`config.mk`:
```
export PLATFORM = sky130hd
export DESIGN_NAME = pong_frame_engine
export DESIGN_NICKNAME = d
export VERILOG_FILES = /design/src/rtl/pong_frame_engine.sv
export SDC_FILE = /design/constraint.sdc
export NUM_CORES = 1
export LEC_CHECK = 0
export CORE_MARGIN = 1
export CORE_UTILIZATION = 50
export CTS_CLUSTER_SIZE = 40
export DETAILED_ROUTE_END_ITERATION = 10
export PLACE_DENSITY = 0.67
export SETUP_SLACK_MARGIN = 0.3
export SLEW_MARGIN = 15
export SYNTH_ARGS = -nofsm -noshare
export SYNTH_HDL_FRONTEND = slang
export SYNTH_SLANG_ARGS = --single-unit
```
`constraint.sdc`:
```
create_clock -name clk -period 5.5 [get_ports clk]
set_input_delay 1.1 -clock clk [delete_from_list [all_inputs] [get_ports clk]]
set_output_delay 1.1 -clock clk [all_outputs]
set_load 0.1 [all_outputs]
```
`src/rtl/pong_frame_engine.sv`:
```
// Pong game state and pixel colour stage behind the VGA sync generator.
// Ports: clk, rst_n, raster in (CounterX/Y, inDisplayArea), buttons in,
//   registered vga_R/G/B out, hit_count, miss_count, game_state out.
module pong_frame_engine #(
  parameter int BALL_SIZE   = 16,
  parameter int BALL_STEP   = 2,
  parameter int PADDLE_W    = 64,
  parameter int PADDLE_STEP = 4,
  parameter int MISS_HOLD   = 64
) (
  input  logic       clk,
  input  logic       rst_n,
  input  logic [9:0] CounterX,
  input  logic [8:0] CounterY,
  input  logic       inDisplayArea,
  input  logic       btn_left,
  input  logic       btn_right,
  input  logic       btn_serve,
  output logic       vga_R,
  output logic       vga_G,
  output logic       vga_B,
  output logic [7:0] hit_count,
  output logic [3:0] miss_count,
  output logic [1:0] game_state
);

  typedef enum logic [1:0] {
    S_SERVE = 2'd0,
    S_PLAY  = 2'd1,
    S_MISS  = 2'd2
  } state_e;

  localparam logic [10:0] BS     = 11'(BALL_SIZE);
  localparam logic [10:0] BSTEP  = 11'(BALL_STEP);
  localparam logic [10:0] PW     = 11'(PADDLE_W);
  localparam logic [10:0] PSTEP  = 11'(PADDLE_STEP);
  localparam logic [10:0] BX0    = 11'd312;
  localparam logic [10:0] BY0    = 11'd232;
  localparam logic [10:0] PX0    = 11'd288;
  localparam logic [10:0] EDGE_L = 11'd8;
  localparam logic [10:0] EDGE_R = 11'd632;
  localparam logic [10:0] EDGE_T = 11'd8;
  localparam logic [10:0] PAD_T  = 11'd464;
  localparam logic [10:0] PAD_B  = 11'd471;
  localparam logic [10:0] LOST_Y = 11'd472;
  localparam logic [10:0] PX_MIN = 11'd8;
  localparam logic [10:0] PX_MAX = 11'd568;
  localparam logic [6:0]  MC_END = 7'(MISS_HOLD - 1);

  state_e      state_q, state_d;
  logic [10:0] bx_q, bx_d, by_q, by_d, px_q, px_d;
  logic        dx_q, dx_d, dy_q, dy_d;
  logic [7:0]  hit_q, hit_d;
  logic [3:0]  miss_q, miss_d;
  logic [6:0]  mc_q, mc_d;
  logic [2:0]  rgb_q, rgb_d;

  logic        tick, hit, ndx, ndy;
  logic [10:0] nbx, nby, pix_x, pix_y;
  logic        ball_on, pad_on, brd_on;

  assign tick  = (CounterX == 10'd0) && (CounterY == 9'd480);
  assign pix_x = {1'b0, CounterX};
  assign pix_y = {2'b0, CounterY};

  always_ff @(posedge clk or negedge rst_n) begin
    if (!rst_n) begin
      state_q <= S_SERVE;
      bx_q    <= BX0;
      by_q    <= BY0;
      dx_q    <= 1'b1;
      dy_q    <= 1'b0;
      px_q    <= PX0;
      hit_q   <= 8'd0;
      miss_q  <= 4'd0;
      mc_q    <= 7'd0;
      rgb_q   <= 3'b000;
    end else begin
      state_q <= state_d;
      bx_q    <= bx_d;
      by_q    <= by_d;
      dx_q    <= dx_d;
      dy_q    <= dy_d;
      px_q    <= px_d;
      hit_q   <= hit_d;
      miss_q  <= miss_d;
      mc_q    <= mc_d;
      rgb_q   <= rgb_d;
    end
  end

  // dx/dy: 1 = moving toward larger coordinate.
  always_comb begin
    state_d = state_q;
    bx_d    = bx_q;
    by_d    = by_q;
    dx_d    = dx_q;
    dy_d    = dy_q;
    px_d    = px_q;
    hit_d   = hit_q;
    miss_d  = miss_q;
    mc_d    = mc_q;
    hit     = 1'b0;
    ndx     = dx_q;
    ndy     = dy_q;
    nbx     = bx_q;
    nby     = by_q;
    if (tick) begin
      if (btn_left && !btn_right) begin
        px_d = (px_q >= PX_MIN + PSTEP) ? px_q - PSTEP : PX_MIN;
      end else if (btn_right && !btn_left) begin
        px_d = (px_q + PSTEP <= PX_MAX) ? px_q + PSTEP : PX_MAX;
      end
      unique case (state_q)
        S_SERVE: begin
          bx_d = BX0;
          by_d = BY0;
          dx_d = 1'b1;
          dy_d = 1'b0;
          if (btn_serve) state_d = S_PLAY;
        end
        S_PLAY: begin
          if (bx_q <= EDGE_L) ndx = 1'b1;
          if (bx_q + BS >= EDGE_R) ndx = 1'b0;
          if (by_q <= EDGE_T) ndy = 1'b1;
          hit = dy_q
              && (by_q + BS >= PAD_T) && (by_q + BS <= PAD_B)
              && (bx_q + BS > px_q) && (bx_q < px_q + PW);
          if (hit) begin
            ndy   = 1'b0;
            hit_d = (hit_q == 8'hFF) ? hit_q : hit_q + 8'd1;
          end
          nbx  = ndx ? bx_q + BSTEP : bx_q - BSTEP;
          nby  = ndy ? by_q + BSTEP : by_q - BSTEP;
          bx_d = nbx;
          by_d = nby;
          dx_d = ndx;
          dy_d = ndy;
          if (nby >= LOST_Y) begin
            state_d = S_MISS;
            miss_d  = miss_q + 4'd1;
            mc_d    = 7'd0;
          end
        end
        S_MISS: begin
          if (mc_q == MC_END) begin
            state_d = S_SERVE;
            mc_d    = 7'd0;
            bx_d    = BX0;
            by_d    = BY0;
            dx_d    = 1'b1;
            dy_d    = 1'b0;
          end else begin
            mc_d = mc_q + 7'd1;
          end
        end
        default: state_d = S_SERVE;
      endcase
    end
  end

  always_comb begin
    ball_on = (state_q != S_MISS)
            && (pix_x >= bx_q) && (pix_x < bx_q + BS)
            && (pix_y >= by_q) && (pix_y < by_q + BS);
    pad_on  = (pix_y >= PAD_T) && (pix_y <= PAD_B)
            && (pix_x >= px_q) && (pix_x < px_q + PW);
    brd_on  = (pix_x < EDGE_L) || (pix_x >= EDGE_R)
            || (pix_y < EDGE_T);
    rgb_d   = 3'b000;
    if (inDisplayArea) begin
      if (ball_on)     rgb_d = 3'b100;
      else if (pad_on) rgb_d = 3'b010;
      else if (brd_on) rgb_d = 3'b111;
    end
  end

  assign vga_R      = rgb_q[2];
  assign vga_G      = rgb_q[1];
  assign vga_B      = rgb_q[0];
  assign hit_count  = hit_q;
  assign miss_count = miss_q;
  assign game_state = state_q;

endmodule

```
==> reports/qor.yml, run 1 <==
clocking:
  cts.sinks: 55
  insertion_delay_ns: 0.33
  path_clk_slew_ns: 0.11
  cts_inserted_buffers: 5
  cts_tree: "yes"
  clockBufferDepth: 2
  cts_max_level: 2
  clockRootBuffer: "clkbuf_8"
finish:
  drive_gt1_share_pct: 7.50
  syn2layout_area_growth_pct: 13.9
  final_core_util_pct: 58.6
  diodes: 0
  nets: 779
critical_path:
  critPathKind: "flip-flop to flip-flop"
  slowest_delay_ns: 0.49
  worstPathMaxFanout: 10
  crit_top_cell: "ha_1"
  cp-start-kind: "flip-flop"
  worstPathRequired_ns: 5.72
  crit_chain: "ha_1 > nand3_1 > xnor2_1 > ha_1 > a211oi_1 > nand4_1 > a2111oi_4 > a31oi_4 > buf_4 > fa_1 > nor2b_1 > o21ai_0 > o21bai_2 > xor2_1 > o211ai_1 > o211ai_2 > and3_4 > mux2_1"
  worst_ep_arrival_time_ns: 5.22
  cp-end-kind: "flip-flop"
  cp_slowest_cell: "dfrtp_1"
floorplan:
  io_pins: 42
  fp-row-count: 37
  die_y_um: 105
  die_w_um: 105
  initial_core_util_pct: 51.5
  core_mm2: 0.0103
  die-area_mm2: 0.0110
worst_hold_path:
  worstHoldPathType: "flip-flop to flip-flop"
detailed_routing:
  drt_iter0_drc: 315
  routed_wl_mm: 14.4
  vias: 4933
  route.detailed.vias_per_inst: 6.14
  antenna_left: 0
  firstDrtPassIters: 5
  post_drt_wl_per_cell_um: 18.0
  drc: 0
timing:
  final-setup-viol-count: 0
  finalHoldViolations: 0
  finalSetupTns_ns: 0
  final.period_utilization_pct: 90.9
  tightest_slew_ns: 0.978
  max_freq_mhz: 200
  holdWs_ns: 0.485
  period_needed_ns: 5.00
  slew_headroom_pct: 34.6
  rsz0062_at_grt: "false"
  finalMaxSlewViolations: 0
  finClkSkew_ns: 0.00482
synth:
  synth_nets: 734
  synth_cells: 621
  synth_edf_count: 0
  syn_area_per_cell_um2: 8.56
  syn_area_mm2: 0.00532
  ys_ff_latch: 55
  async_reset_ff_share_pct: 100
  yosysUniqueCellTypes: 68
  yosysSeqAreaShare_pct: 26.2
  yosys_warnings: 0
  synth_flop_cell: "dfrtp_1"
global_routing:
  grt_pass1_vias: 4749
  busiest_layer: "met2"
  grt_max_degree: 56
  met3_usage_pct: 2.43
  use_met2_pct: 45.3
  grt.met1_usage_pct: 36.4
  grt_pass1_wl_mm: 23.6
  grt_usage_pct: 26.7
  grt_overflow: 0
  antenna_found_initial: 0
power:
  vdd_drop_max_mv: 0.0859
  p_leak_nw: 2.72
  total_power_mw: 0.748
  power_density_mw_per_mm2: 124
placed_design:
  place_hpwl_mm: 11.2
  port_buffers: 41
  routabilityCongestion: 0.953
run_status:
  status: "finished clean"
job:
  maxCapViolations: 0
## layout make-up
type	instances	area, um^2
tap	136	170
sequential	55	1390
clock inverter	3	27.5
fill	938	4270
inverter	52	199
timing repair buffer	52	488
clock buffer	5	68.8
multi-input combinational	500	3710
## final timing paths
| path | cells after the start | slack (ns) | end | start |
|---|---|---|---|---|
| worst max-delay path | 18 | 0.50 | miss_count[1] | px_q[7] |
| worst min-delay path | 1 | 0.48 | miss_count[3] | miss_count[3] |
| worst max register to register | 18 | 0.50 | miss_count[1] | px_q[7] |
| worst min register to register | 1 | 0.48 | miss_count[3] | miss_count[3] |
| max in group asynchronous | 2 | 4.09 | by_q[1] | rst_n |
| min in group asynchronous | 2 | 0.90 | bx_q[2] | rst_n |
## through the flow
step | instances | cell area [um^2] | setup slack, ns
2_1_floorplan | 621 | 5320 | 0.762
3_3_place_gp | 789 | 5870 | 0.357
3_5_place_dp | 789 | 5870 | 0.125
4_1_cts | 797 | 5980 | 0.361
5_1_grt | 803 | 6050 | 0.226
6_report | 803 | 6050 | 0.501
## cell usage in the layout (no fill, tap or decap), drive strengths merged, types with 3 or more instances in the layout
| master | netlist | routed |
|---|---|---|
| ha | 86 | 86 |
| inv | 51 | 52 |
| o21ai | 46 | 46 |
| dfrtp | 44 | 44 |
| nand2 | 41 | 41 |
| clkdlybuf4s50 | 0 | 40 |
| nor2 | 39 | 39 |
| a21oi | 33 | 33 |
| nand3 | 27 | 27 |
| xnor2 | 25 | 25 |
| nor3 | 23 | 23 |
| nand4 | 14 | 14 |
| xor2 | 12 | 12 |
| o22ai | 12 | 12 |
| buf | 2 | 12 |
| dfstp | 11 | 11 |
| o21a | 10 | 10 |
| a21o | 9 | 9 |
| a211oi | 8 | 8 |
| a31oi | 8 | 8 |
| a22oi | 7 | 7 |
| or4 | 7 | 7 |
| and3 | 7 | 7 |
| o31ai | 6 | 6 |
| o211ai | 6 | 6 |
| nor2b | 5 | 5 |
| nand2b | 5 | 5 |
| or2 | 5 | 5 |
| clkbuf | 12 | 5 |
| a21boi | 4 | 4 |
| or3 | 4 | 4 |
| o21bai | 4 | 4 |
| nor4b | 4 | 4 |
| a41oi | 3 | 3 |
| and2 | 3 | 3 |
| o221ai | 3 | 3 |
| a221oi | 3 | 3 |
| nor4 | 3 | 3 |
## repair_timing
action,4_1_cts,5_1_grt
gates resized for setup,3,6
hold buffers,0,0
endpoints found under the setup margin,5,10
buffers inserted,0,6
gates cloned,0,0
pin swaps,0,2
## synth_stat cells, drive strengths merged (3+ instances only)
library cell	instances	area, um^2
clkbuf	12	45.0
a21o	9	67.6
o22ai	12	75.1
o211ai	6	50.1
nand2	41	154
dfrtp	44	1100
xnor2	25	219
nor3	23	120
nand3	27	140
a221oi	3	26.3
o21ai	46	230
and2	3	18.8
o221ai	3	26.3
a21boi	4	30.0
a41oi	3	26.3
nand4	14	87.6
a21oi	33	165
or2	5	31.3
a211oi	8	60.1
a22oi	7	52.6
o21a	10	75.1
and3	7	43.8
inv	51	191
nor2b	5	31.3
dfstp	11	289
a31oi	8	56.3
nor2	39	149
nor4b	4	35.0
ha	86	1080
o31ai	6	45.0
or3	4	25.0
or4	7	56.3
xor2	12	105
nor4	3	18.8
o21bai	4	30.0
nand2b	5	31.3
## per-layer routing
metal  share of wire, %  vias up  routed length (um)
li1                   -     2391                   -
met1                 47     2381                6800
met2                 47      146                6730
met3                4.7       15                 675
met4                1.5        0                 222
met5                  0        -                   0
## critical path: cells and delay by family (launching register included)
kind                     cells  cell delay [ns]
adder cells (fa/ha/maj)      3             1.02
buffers and inverters        1             0.17
multiplexers                 1             0.33
flip-flops                   1             0.49
AND/OR/NAND/NOR              4             0.74
AO/OA/AOI/OAI                7             1.61
XOR/XNOR                     2             0.55
## cell families (layout without fill, tap and decap cells)
family	count (synthesis)	in the layout	share of synthesized area, %
flip-flops	55	55	26.2
multiplexers	3	3	0.612
AO/OA/AOI/OAI	177	177	22.1
adder cells (fa/ha/maj)	88	88	21.0
buffers and inverters	66	112	4.75
AND/OR/NAND/NOR	194	194	18.8
XOR/XNOR	38	38	6.54
## registers in the layout, summed over array words and instances (netlist names)
| signal | count |
|---|---|
| miss_count | 4 |
| hit_count | 8 |
| dx_q | 1 |
| bx_q | 10 |
| px_q | 9 |
| rgb_q | 3 |
| dy_q | 1 |
| mc_q | 7 |
| game_state | 2 |
| by_q | 10 |
## report_power, final
| group | total, mW | internal (mW) | switching [mW] |
|---|---|---|---|
| combinational | 0.0862 | 0.0349 | 0.0513 |
| clock | 0.256 | 0.0950 | 0.161 |
| sequential | 0.406 | 0.406 | 0.000424 |
Note: power is estimated with default switching activity, not from simulation.
==> run 2, diff against run 1 <==
--- a/config.mk
+++ b/config.mk
@@ -12,5 +12,5 @@
 export PLACE_DENSITY = 0.67
 export SETUP_SLACK_MARGIN = 0.3
-export SLEW_MARGIN = 15
+export SLEW_MARGIN = 20
 export SYNTH_ARGS = -nofsm -noshare
 export SYNTH_HDL_FRONTEND = slang
==> constraint.sdc (replaced) <==
create_clock -name clk -period 5.5 [get_ports clk]
set_input_delay 0.825 -clock clk [delete_from_list [all_inputs] [get_ports clk]]
set_output_delay 0.825 -clock clk [all_outputs]
set_load 0.1 [all_outputs]
==> reports/qor.yml, run 2 (synthesis gave the netlist of run 1 again) <==
floorplan:
  die_y_um: 105  # unchanged
  die_w_um: 105  # unchanged
  io_pins: 42  # unchanged
  initial_core_util_pct: 51.5  # unchanged
  fp-row-count: 37  # unchanged
  die-area_mm2: 0.0110  # unchanged
  core_mm2: 0.0103  # unchanged
detailed_routing:
  routed_wl_mm: 14.4  # about the same
  drc: 0  # unchanged
  drt_iter0_drc: 261  # -17%
  vias: 4901  # -0.65%
  firstDrtPassIters: 5  # unchanged
  post_drt_wl_per_cell_um: 18.1  # +0.82%
  route.detailed.vias_per_inst: 6.16  # +0.22%
  antenna_left: 0  # unchanged
critical_path:
  reg2reg_to: "miss_count[1]"
  cp-end-kind: "flip-flop"
  worst_ep_arrival_time_ns: 5.11  # -0.11 ns
  worstPathRequired_ns: 5.73  # about the same
  reg2reg_depth: 18  # unchanged
  critPathKind: "flip-flop to flip-flop"
  cp-startpoint: "bx_q[4]"
  cp-start-kind: "flip-flop"
  r2r-start: "bx_q[4]"
  r2r_slack_ns: 0.61  # +0.11 ns
  worstPathMaxFanout: 10  # unchanged
power:
  p_sw_mw: 0.217  # +2.0%
  p_clk_share_pct: 34.6  # +0.4 points
  swShare_pct: 28.8  # +0.46 points
  p_leak_nw: 2.69  # -0.91%
  internal_power_mw: 0.534  # -0.27%
  comb_power_share_pct: 11.3  # -0.2 points
  vdd_drop_max_mv: 0.0866  # +0.76%
  total_power_mw: 0.751  # +0.38%
  power_density_mw_per_mm2: 125  # +1.1%
  pwr-share-seq_pct: 54.1  # -0.2 points
global_routing:
  grt_max_degree: 56  # unchanged
  antenna_found_initial: 0  # unchanged
  grt_pass1_vias: 4863  # +2.4%
  grt_pass1_wl_mm: 24.3  # +2.8%
  grt_usage_pct: 27.5  # +0.78 points
  grt_overflow: 0  # unchanged
job:
  maxCapViolations: 0  # unchanged
worst_hold_path:
  worstHoldStart: "hit_count[7]"
  worstHoldPathType: "flip-flop to flip-flop"
  whs_path_depth: 1  # unchanged
  hold_end: "hit_count[7]"
timing:
  max_freq_mhz: 205  # +2.3%
  finalSetupTns_ns: 0  # unchanged
  finClkSkew_ns: 0.00752  # +0.00271 ns
  rsz0062_at_grt: "false"
  finalHoldViolations: 0  # unchanged
  final-setup-viol-count: 0  # unchanged
  holdWs_ns: 0.509  # +0.0243 ns
  tightest_slew_ns: 0.981  # +0.00296 ns
  period_needed_ns: 4.89  # -0.114 ns
  slew_headroom_pct: 34.4  # -0.20 points
  finalMaxSlewViolations: 0  # unchanged
  final.period_utilization_pct: 88.8  # -2.1 points
  setup_slack_ns: 0.615  # +0.114 ns
clocking:
  cts_inserted_buffers: 5  # unchanged
  cts_max_level: 2  # unchanged
  cts_tree: "yes"
  clockBufferDepth: 2  # unchanged
  insertion_delay_ns: 0.33  # about the same
  clockRootBuffer: "clkbuf_8"
  path_clk_slew_ns: 0.12  # about the same
  hold_buffers: 0  # unchanged
  cts.sinks: 55  # unchanged
finish:
  drive_gt1_share_pct: 6.97  # -0.53 points
  nets: 772  # -0.90%
  syn2layout_area_growth_pct: 13.1
  nFillCells: 936  # -0.21%
  final_common_cell: "ha_1"
  stdcell_area_mm2: 0.00601  # -0.70%
  diodes: 0  # unchanged
  top_regs: "bx_q x10, by_q x10, px_q x9"
  instances_no_fill: 796  # -0.87%
  final_cell_mix: "ha_1, inv_1, dfrtp_1"
  final_core_util_pct: 58.2  # -0.41 points
placed_design:
  routabilityCongestion: 0.937  # -1.7%
  placed_area_mm2: 0.00586  # -0.17%
  place_hpwl_mm: 11.4  # +1.4%
  place_inst: 787  # -0.25%
  place_ws_ns: 0.196  # +0.0719 ns
  port_buffers: 41  # unchanged
run_status:
  status: "finished clean"
[run 2: layout make-up]
type | count | area, um^2 | area share (%)
multi-input combinational | 500 | 3720 | 62.0
sequential | 55 | 1390 | 23.1
timing repair buffer | 45 | 435 | 7.24
inverter | 52 | 195 | 3.25
tap | 136 | 170 | 2.83
clock buffer | 5 | 68.8 | 1.14
clock inverter | 3 | 25.0 | 0.416
[run 2: repair_timing]
item,4_1_cts,5_1_grt
setup buffers,0,1
pin swaps,0,0
resized for setup,2,9
setup endpoints to repair,1,12
[run 2: worst max path at each step]
stage	end	slack, ns	cells past startpoint
floorplan	miss_count[1]	0.76	20
global placement	miss_count[1]	0.36	19
detailed placement	miss_count[1]	0.20	19
CTS	miss_count[1]	0.34	19
global route	miss_count[1]	0.30	19
finish	miss_count[1]	0.61	18
[run 2: worst max-delay path, stage by stage (launching register included)]
cell	delay, ns
dfstp_2	0.62
ha_1	0.22
xnor2_1	0.16
inv_1	0.09
ha_1	0.30
a211oi_1	0.24
o21ai_0	0.14
a221o_1	0.39
a31oi_4	0.25
inv_2	0.15
ha_1	0.37
a21o_1	0.22
a21o_1	0.18
o21ai_0	0.26
nand2b_1	0.11
xnor2_1	0.16
o211ai_2	0.28
and3_4	0.31
mux2_1	0.33
[run 2: routing by layer]
layer / share of wire, % / global-route usage [%]
met1: 47 / 36.9
met2: 47 / 45.9
met3: 3.7 / 3.12
met4: 2.0 / 9.15
met5: 0 / 0
[run 2: power groups by stage]
stage                     clock (mW)  sequential, mW  combinational (mW)
after floorplan                    0           0.423              0.0296
after global placement             0           0.414              0.0840
after detailed placement           0           0.414              0.0848
after CTS                      0.264           0.406              0.0853
after global routing           0.276           0.407              0.0945
final                          0.260           0.406              0.0848
